### src/rtl/reg_file_sb_if.sv
// Bus bundle for reg_file_sb: write port, reserve port and the two read ports.
// The master modport drives addresses/enables; the slave modport is the register file.
interface reg_file_sb_if #(
   parameter int WIDTH  = 32,
   parameter int ADDR_W = 5
);
   logic              i_wen;
   logic [ADDR_W-1:0] i_waddr;
   logic [WIDTH-1:0]  i_wdata;
   logic [ADDR_W-1:0] i_raddr1;
   logic [WIDTH-1:0]  o_rdata1;
   logic              o_busy1;
   logic [ADDR_W-1:0] i_raddr2;
   logic [WIDTH-1:0]  o_rdata2;
   logic              o_busy2;
   logic              i_rsv_en;
   logic [ADDR_W-1:0] i_rsv_addr;
   logic              o_rsv_err;

   modport master (
      output i_wen, i_waddr, i_wdata, i_raddr1, i_raddr2, i_rsv_en, i_rsv_addr,
      input  o_rdata1, o_busy1, o_rdata2, o_busy2, o_rsv_err
   );

   modport slave (
      input  i_wen, i_waddr, i_wdata, i_raddr1, i_raddr2, i_rsv_en, i_rsv_addr,
      output o_rdata1, o_busy1, o_rdata2, o_busy2, o_rsv_err
   );
endinterface

### src/rtl/reg_file_sb.sv
// Register file with per-entry busy scoreboard, two combinational reads, one write port.
// Optional same-cycle write-to-read forwarding when REGFILE_BYPASS_EN is defined.
module reg_file_sb #(
   parameter int WIDTH    = 32,
   parameter int ADDR_W   = 5,
   parameter int ZERO_REG = 1
) (
   input logic          clk,
   input logic          rst_n,
   reg_file_sb_if.slave bus
);
   localparam int NREG = 1 << ADDR_W;

   logic [WIDTH-1:0]  r_mem [NREG];
   logic [NREG-1:0]   r_busy;
   logic              r_rsvErr;

   logic              w_wrValid;
   logic              w_rsvValid;
   logic [NREG-1:0]   w_wrHit;
   logic [NREG-1:0]   w_rsvHit;
   logic              w_rsvErrNext;
   logic [ADDR_W-1:0] w_raddr [2];
   logic [WIDTH-1:0]  w_rdata [2];
   logic              w_busy  [2];

   // Entry 0 is hardwired when ZERO_REG is set: writes and reserves to it are dropped.
   assign w_wrValid  = bus.i_wen    && !((ZERO_REG != 0) && (bus.i_waddr    == '0));
   assign w_rsvValid = bus.i_rsv_en && !((ZERO_REG != 0) && (bus.i_rsv_addr == '0));

   always_comb begin
      w_wrHit  = '0;
      w_rsvHit = '0;
      for (int i = 0; i < NREG; i++) begin
         w_wrHit[i]  = w_wrValid  && (bus.i_waddr    == ADDR_W'(i));
         w_rsvHit[i] = w_rsvValid && (bus.i_rsv_addr == ADDR_W'(i));
      end
   end

   // A writeback landing on the same entry this edge retires the old reservation, so no error.
   assign w_rsvErrNext = w_rsvValid && r_busy[bus.i_rsv_addr]
                         && !(bus.i_wen && (bus.i_waddr == bus.i_rsv_addr));

   always_ff @(posedge clk or negedge rst_n) begin
      if (!rst_n) begin
         for (int i = 0; i < NREG; i++) begin
            r_mem[i] <= '0;
         end
         r_busy   <= '0;
         r_rsvErr <= 1'b0;
      end else begin
         for (int i = 0; i < NREG; i++) begin
            if (w_wrHit[i]) begin
               r_mem[i] <= bus.i_wdata;
            end
            if (w_rsvHit[i]) begin
               r_busy[i] <= 1'b1;
            end else if (w_wrHit[i]) begin
               r_busy[i] <= 1'b0;
            end
         end
         r_rsvErr <= w_rsvErrNext;
      end
   end

   assign w_raddr[0] = bus.i_raddr1;
   assign w_raddr[1] = bus.i_raddr2;

   // Outputs are forced to zero while reset is held, even if a forwarded write is pending.
   always_comb begin
      for (int p = 0; p < 2; p++) begin
         w_rdata[p] = r_mem[w_raddr[p]];
         w_busy[p]  = r_busy[w_raddr[p]];
`ifdef REGFILE_BYPASS_EN
         if (w_wrValid && (bus.i_waddr == w_raddr[p])) begin
            w_rdata[p] = bus.i_wdata;
            w_busy[p]  = bus.i_rsv_en && (bus.i_rsv_addr == bus.i_waddr);
         end
`endif
         if (((ZERO_REG != 0) && (w_raddr[p] == '0)) || !rst_n) begin
            w_rdata[p] = '0;
            w_busy[p]  = 1'b0;
         end
      end
   end

   assign bus.o_rdata1  = w_rdata[0];
   assign bus.o_busy1   = w_busy[0];
   assign bus.o_rdata2  = w_rdata[1];
   assign bus.o_busy2   = w_busy[1];
   assign bus.o_rsv_err = r_rsvErr;
endmodule

### src/flat_wrapper.sv
// flat-port wrapper written by rule: the top's interface ports become plain ports
module reg_file_sb_flat 
#(
   parameter int WIDTH    = 32,
   parameter int ADDR_W   = 5,
   parameter int ZERO_REG = 1
)
  (clk, rst_n, bus_i_wen, bus_i_waddr, bus_i_wdata, bus_i_raddr1, bus_i_raddr2, bus_i_rsv_en, bus_i_rsv_addr, bus_o_rdata1, bus_o_busy1, bus_o_rdata2, bus_o_busy2, bus_o_rsv_err);
  reg_file_sb_if #(.WIDTH(WIDTH), .ADDR_W(ADDR_W)) bus_i ();
  input logic clk;
  input logic rst_n;
  input wire logic [$bits(bus_i.i_wen)-1:0] bus_i_wen;
  input wire logic [$bits(bus_i.i_waddr)-1:0] bus_i_waddr;
  input wire logic [$bits(bus_i.i_wdata)-1:0] bus_i_wdata;
  input wire logic [$bits(bus_i.i_raddr1)-1:0] bus_i_raddr1;
  input wire logic [$bits(bus_i.i_raddr2)-1:0] bus_i_raddr2;
  input wire logic [$bits(bus_i.i_rsv_en)-1:0] bus_i_rsv_en;
  input wire logic [$bits(bus_i.i_rsv_addr)-1:0] bus_i_rsv_addr;
  output wire logic [$bits(bus_i.o_rdata1)-1:0] bus_o_rdata1;
  output wire logic [$bits(bus_i.o_busy1)-1:0] bus_o_busy1;
  output wire logic [$bits(bus_i.o_rdata2)-1:0] bus_o_rdata2;
  output wire logic [$bits(bus_i.o_busy2)-1:0] bus_o_busy2;
  output wire logic [$bits(bus_i.o_rsv_err)-1:0] bus_o_rsv_err;
  assign bus_i.i_wen = bus_i_wen;
  assign bus_i.i_waddr = bus_i_waddr;
  assign bus_i.i_wdata = bus_i_wdata;
  assign bus_i.i_raddr1 = bus_i_raddr1;
  assign bus_i.i_raddr2 = bus_i_raddr2;
  assign bus_i.i_rsv_en = bus_i_rsv_en;
  assign bus_i.i_rsv_addr = bus_i_rsv_addr;
  assign bus_o_rdata1 = bus_i.o_rdata1;
  assign bus_o_busy1 = bus_i.o_busy1;
  assign bus_o_rdata2 = bus_i.o_rdata2;
  assign bus_o_busy2 = bus_i.o_busy2;
  assign bus_o_rsv_err = bus_i.o_rsv_err;
  reg_file_sb #(.WIDTH(WIDTH), .ADDR_W(ADDR_W), .ZERO_REG(ZERO_REG)) u_core (.clk(clk), .rst_n(rst_n), .bus(bus_i));
endmodule
### config.mk
export PLATFORM = sky130hd
export DESIGN_NAME = reg_file_sb_flat
export DESIGN_NICKNAME = d
export VERILOG_FILES = /design/src/rtl/reg_file_sb_if.sv /design/src/rtl/reg_file_sb.sv /design/src/flat_wrapper.sv
export SDC_FILE = /design/constraint.sdc
export NUM_CORES = 2
export LEC_CHECK = 0
export CAP_MARGIN = 20
export CELL_PAD_IN_SITES_DETAIL_PLACEMENT = 0
export CELL_PAD_IN_SITES_GLOBAL_PLACEMENT = 2
export CORE_ASPECT_RATIO = 0.6
export CORE_MARGIN = 2
export CORE_UTILIZATION = 48
export CTS_BUF_LIST = sky130_fd_sc_hd__clkbuf_2
export DETAILED_ROUTE_END_ITERATION = 6
export GPL_ROUTABILITY_DRIVEN = 0
export HOLD_SLACK_MARGIN = 0.12
export PLACE_DENSITY = 0.79
export SYNTH_ARGS = -nofsm -noshare
export SYNTH_HDL_FRONTEND = slang
export SYNTH_SLANG_ARGS = --single-unit
### constraint.sdc
create_clock -name clk -period 3.41 [get_ports clk]
set_clock_uncertainty 0.2 [all_clocks]
set_input_delay 0.682 -clock clk [delete_from_list [all_inputs] [get_ports clk]]
set_output_delay 0.682 -clock clk [all_outputs]
set_load 0.005 [all_outputs]
[Word-level counts from Yosys, hierarchy flattened]
Index checks and enable logic that the tools add are counted.
Storage, ports and cells
  logic and storage cells: 326
  flip-flop bits (word level): 1057
  bits of input ports: 56
  output and inout bits: 67
Cells by class
  equal/unequal tests: 63
  $lt $le $gt $ge: 5
  reduce and logical (&&, ||, !) cells: 111
  bitwise operators: 2
  multiplexer cells: 80
Operators with widths (count)
  $bmux W32 S5: 2
  $mux W32: 6
  $eq A5 B5 Y1 const B: 32
  $eq A5 B4 Y1 const B: 16
  $logic_and A1 B1 Y1: 69
  $mux W1: 69
  $reduce_bool A2 Y1: 32
  $eq A5 B3 Y1 const B: 8
  $eq A5 B2 Y1 const B: 4
  $logic_not A5 Y1: 4
  $lt A5 B6 Y1 const B: 3
  $bmux W1 S5: 3
  $ge A6 B6 Y1 const B: 2
  $not A5 Y6: 2
  $eq A5 B1 Y1 const B: 2
  $eq A5 B5 Y1: 1
  $logic_not A1 Y1: 4
  $logic_or A1 B1 Y1: 2

[Depth between registers and ports, before layout]
  depth after elaboration: 6
  depth in mapped cells: 9
  gate-level depth less buffers: 4

[Worst setup path after synthesis]
Ideal clock, no wire load.
  path kind: input to output
  from: input bus_i_raddr2[0]
  to: output bus_o_busy2
  path buffers: 3
  required time: 2528 ps
  data arrival time: 2086 ps
  cell stages on the path: 6
  path slack: 442 ps
  path through: buf_4 buf_4 buf_2 mux4_2 mux2i_1 o221ai_1
On the way
  longest elaborated chain between the ends: 3
  elaborated cells on any way between the ends: 5
  those cells by class: 3 x mux; 2 x reduce/logical
Ends and longest elaborated chain
  start, declared: line flat_wrapper.sv:16  | input wire logic [$bits(bus_i.i_raddr2)-1:0] bus_i_raddr2;
  $bmux W1 S5 / $logic_not A5 Y1 (equally long branches): line reg_file_sb.sv:73, reg_file_sb.sv:80
  $mux W1 (implied by the code) / $logic_or A1 B1 Y1 (equally long branches): line reg_file_sb.sv:73, reg_file_sb.sv:80
  $mux W1 (*): line reg_file_sb.sv:80  | if (((ZERO_REG != 0) && (w_raddr[p] == '0)) || !rst_n) begin
  end, declared: line flat_wrapper.sv:22  | output wire logic [$bits(bus_i.o_busy2)-1:0] bus_o_busy2;
Mark *: on every way between the ends. The rest lies on a longest branch, timed or not. The select of a mux whose other input is x is not followed.

[Worst setup path in the final report]
  from: register u_core.r_mem[673] in the netlist's numbering
  to: output bus_o_rdata2[1]
On the way
  longest elaborated chain between the ends: 4
Ends and longest elaborated chain
  start, declared: line reg_file_sb.sv:14  | logic [WIDTH-1:0] r_mem [NREG];
  start signal, assigned by index: line reg_file_sb.sv:54  | r_mem[i] <= bus.i_wdata;
  $bmux W32 S5: line reg_file_sb.sv:72  | w_rdata[p] = r_mem[w_raddr[p]];
  $mux W32 (implied by the code) (2 in a row): line reg_file_sb.sv:72
  $mux W32: line reg_file_sb.sv:80
  end, declared: line flat_wrapper.sv:21  | output wire logic [$bits(bus_i.o_rdata2)-1:0] bus_o_rdata2;
Every way passes these cells. The select of a mux whose other input is x is not followed.

==> qor.csv <==
metric;value;unit
drc;0;
crit_type;register to primary output;
cts.sinks;1057;
slew_violations;0;
slowest_stage;mux4_2;
vdd_drop_max;0.303;mV
h-tree-depth;5;
cap_violations;0;
setup_ws;-0.946;ns
synth_seq_cells;1057;
syn_to_final_growth;19.8;%
p_seq_frac;0.489;
cts_buffers;275;
grt_first_pass_wirelength;296000;µm
dpl.hpwl;132000;µm
fin_nets;4608;
clock-root-buffer;clkbuf_2;
vias_per_cell;6.42;
die_h;272;µm
synth_fa_ha_area_frac;0;
drt-pass1-iter-count;5;
setup_viol;66;
cp-end-kind;primary output;
grt_max_degree;180;
critPathRequiredTime;2.53;ns
pwr-share-comb;0.270;
slew_headroom;0.205;
p_per_area;501;mW/mm²
syn_inst;3893;
clockBufferDepth;4;
hold_class;primary input to register;
arrival;3.47;ns
period_share;1.28;
synth_xor_area_frac;0.000763;
wl_per_cell;32.1;µm
violations;negative setup slack;
sw_frac_of_total;0.321;
placed_area;0.0647;mm²
yosysUniqueCellTypes;58;
grt_use_total;0.332;
crit_buf_inv;1;
synth_seq_area_share;0.461;
leakage;0.0311;µW
antenna_found_initial;8;
max_slew.worst_pin.slew;1.19;ns
synthSimpleGateAreaFrac;0.0200;
design_area;0.0688;mm²
synthArstFlopShare;1.00;
ant_nets;0;
netSwitchingPower;11100;µW
ys_warn_count;0;
crit_family;multiplexers;
fp.dieArea;0.122;mm²
synth_area_per_cell;14.7;µm²
vias;40432;
rows;98;
grt_pass1_vias;41115;
cell_internal_pwr;23400;µW
clk_pin_slew_worst_paths;0.10;ns
p_clk_frac;0.241;
crit_fanout;3;
synth_edf_count;0;
drive_above_1_share;0.575;
port_buffers;122;
hold_violations;0;
rsz0062_at_grt;true;
io_pins;123;
crit_chain;mux4_2, mux2_4, nand2_1, nand4_1, buf_2;
ys.flop_type;dfrtp_1;
fmax;230;MHz
finalCriticalPeriod;4.36;ns
power;34500;µW
synth_nets;3949;
synth_area;0.0574;mm²
grt-ovfl-total;0;
outcome;finished with violations;
cts_tree;yes;
clock_latency;1.67;ns
core_region_area;0.119;mm²
initial_core_util;0.483;
synth_compound_area_frac;0.0478;
cpPeakStageDelay;0.46;ns
drtIter0Drc;3975;
crit_path_start_kind;register;
wirelength;202000;µm
chipWidth;450;µm
synth_top_family_by_area;multiplexers;
synthMuxAreaShare;0.430;
==> state kept, by name (all words and copies together) (netlist names) <==
name,flops
u_core.r_mem,1024
u_core.bus.o_rsv_err,1
u_core.r_busy,32
==> power groups by stage <==
stage | sequential (µW) | clock, µW | combinational [µW]
after floorplan | 16300 | 0 | 5710
after global placement | 16900 | 0 | 8150
after detailed placement | 17000 | 0 | 8300
after CTS | 16700 | 8510 | 9120
after global routing | 17100 | 9190 | 9900
final | 16900 | 8300 | 9300
==> synth_stat cells (all sizes together) (25+ instances only) <==
| master | count | share of area |
|---|---|---|
| a2bb2oi | 33 | 0.0050 |
| o22a | 25 | 0.0038 |
| a211oi | 33 | 0.0053 |
| mux2i | 364 | 0.063 |
| mux4 | 404 | 0.16 |
| mux2 | 1043 | 0.20 |
| nand2 | 90 | 0.0059 |
| o221ai | 91 | 0.014 |
| o21ai | 27 | 0.0024 |
| clkbuf | 191 | 0.013 |
| a221oi | 34 | 0.0087 |
| nand3 | 57 | 0.0050 |
| buf | 261 | 0.027 |
| a21oi | 49 | 0.0043 |
| dfrtp | 1057 | 0.46 |
==> final cells by class <==
| type | instances | area (µm²) |
|---|---|---|
| Clock inverter | 52 | 249 |
| Clock buffer | 360 | 1800 |
| Fill cell | 9650 | 50000 |
| Multi-Input combinational cell | 2370 | 29600 |
| Antenna cell | 9 | 22.5 |
| Inverter | 14 | 52.6 |
| Timing Repair Buffer | 834 | 8610 |
| Sequential cell | 1057 | 26500 |
| Tap cell | 1600 | 2000 |
==> path summary, 6_finish.rpt <==
| check | cells after the start | endpoint | start | slack [ns] |
|---|---|---|---|---|
| min reg2reg | 0 | u_core.r_mem[1020] | u_core.r_mem[1020] | 0.21 |
| max | 5 | bus_o_rdata2[1] | u_core.r_mem[673] | -0.95 |
| max in group asynchronous | 7 | u_core.r_mem[966] | rst_n | 0.99 |
| max reg2reg | 8 | u_core.bus.o_rsv_err | u_core.r_busy[15] | 0.78 |
| min in group asynchronous | 5 | u_core.r_mem[323] | rst_n | 0.27 |
| min | 3 | u_core.r_mem[935] | bus_i_wdata[7] | 0.16 |
==> through the flow <==
step / std cells / hold slack [ns] / utilization / setup slack [ns] / setup TNS, ns
5_1_grt: 6294 / 0.104 / 0.579 / -1.08 / -61.07
3_3_place_gp: 5703 / 0.183 / 0.545 / -0.654 / -28.56
3_5_place_dp: 5703 / 0.187 / 0.545 / -0.637 / -28.84
2_1_floorplan: 3893 / 0.186 / - / 0.442 / 0
6_report: 6296 / 0.155 / 0.579 / -0.946 / -53.02
4_1_cts: 6266 / 0.121 / 0.576 / -1.16 / -66.37
==> worst min-delay path: cells and delay by family <==
kind / cells / cell delay, ns
buf+inv: 2 / 1.13
mux: 1 / 0.16
==> cell families (layout without fill, tap and decap cells) <==
logic type,count (synthesis),in the layout
muxes,1811,1811
DFF,1057,1057
buffers and inverters,466,1260
AOI/OAI and AO/OA,326,326
and+or+nand+nor,228,228
xor gates and xnor gates,5,5
other,0,9
==> placed cells by master, fill, tap and decap left out, drive strengths merged, types with 3 or more instances in the layout <==
| cell | synthesis | layout |
|---|---|---|
| xor2 | 4 | 4 |
| a211oi | 33 | 33 |
| nor2b | 10 | 10 |
| clkinv | 0 | 43 |
| clkdlybuf4s50 | 0 | 45 |
| buf | 261 | 725 |
| o221ai | 91 | 91 |
| a2bb2oi | 33 | 33 |
| o21ai | 27 | 27 |
| nor4b | 3 | 3 |
| nand2b | 5 | 5 |
| clkbuf | 191 | 362 |
| nand3b | 5 | 5 |
| a221oi | 34 | 34 |
| o22a | 25 | 25 |
| o22ai | 7 | 7 |
| a22oi | 16 | 16 |
| nor2 | 19 | 19 |
| inv | 14 | 21 |
| diode | 0 | 9 |
| dfrtp | 1057 | 1057 |
| and2 | 5 | 5 |
| nor3 | 4 | 4 |
| mux2 | 1043 | 1043 |
| and3 | 5 | 5 |
| nand2 | 90 | 90 |
| a21oi | 49 | 49 |
| nand3 | 57 | 57 |
| dlygate4sd3 | 0 | 60 |
| o2bb2ai | 4 | 4 |
| mux2i | 364 | 364 |
| nand4 | 10 | 10 |
| mux4 | 404 | 404 |
==> what timing repair did <==
action / CTS / global route
endpoints found under the setup margin: 67 / 67
setup buffers: 114 / 22
hold buffers: 60 / 1
resized for setup: 460 / 35
hold endpoints to repair: 2008 / 2
cloned: 0 / 0
pin swaps: 85 / 77
==> per-layer routing <==
metal / track usage / share of wire / wire length, µm
met2: 0.469 / 0.42 / 85900
met5: 0 / 0.00019 / 39
met3: 0.105 / 0.10 / 20400
met4: 0.108 / 0.029 / 5790
met1: 0.487 / 0.45 / 90200
Note: power is estimated with default switching activity, not from simulation.
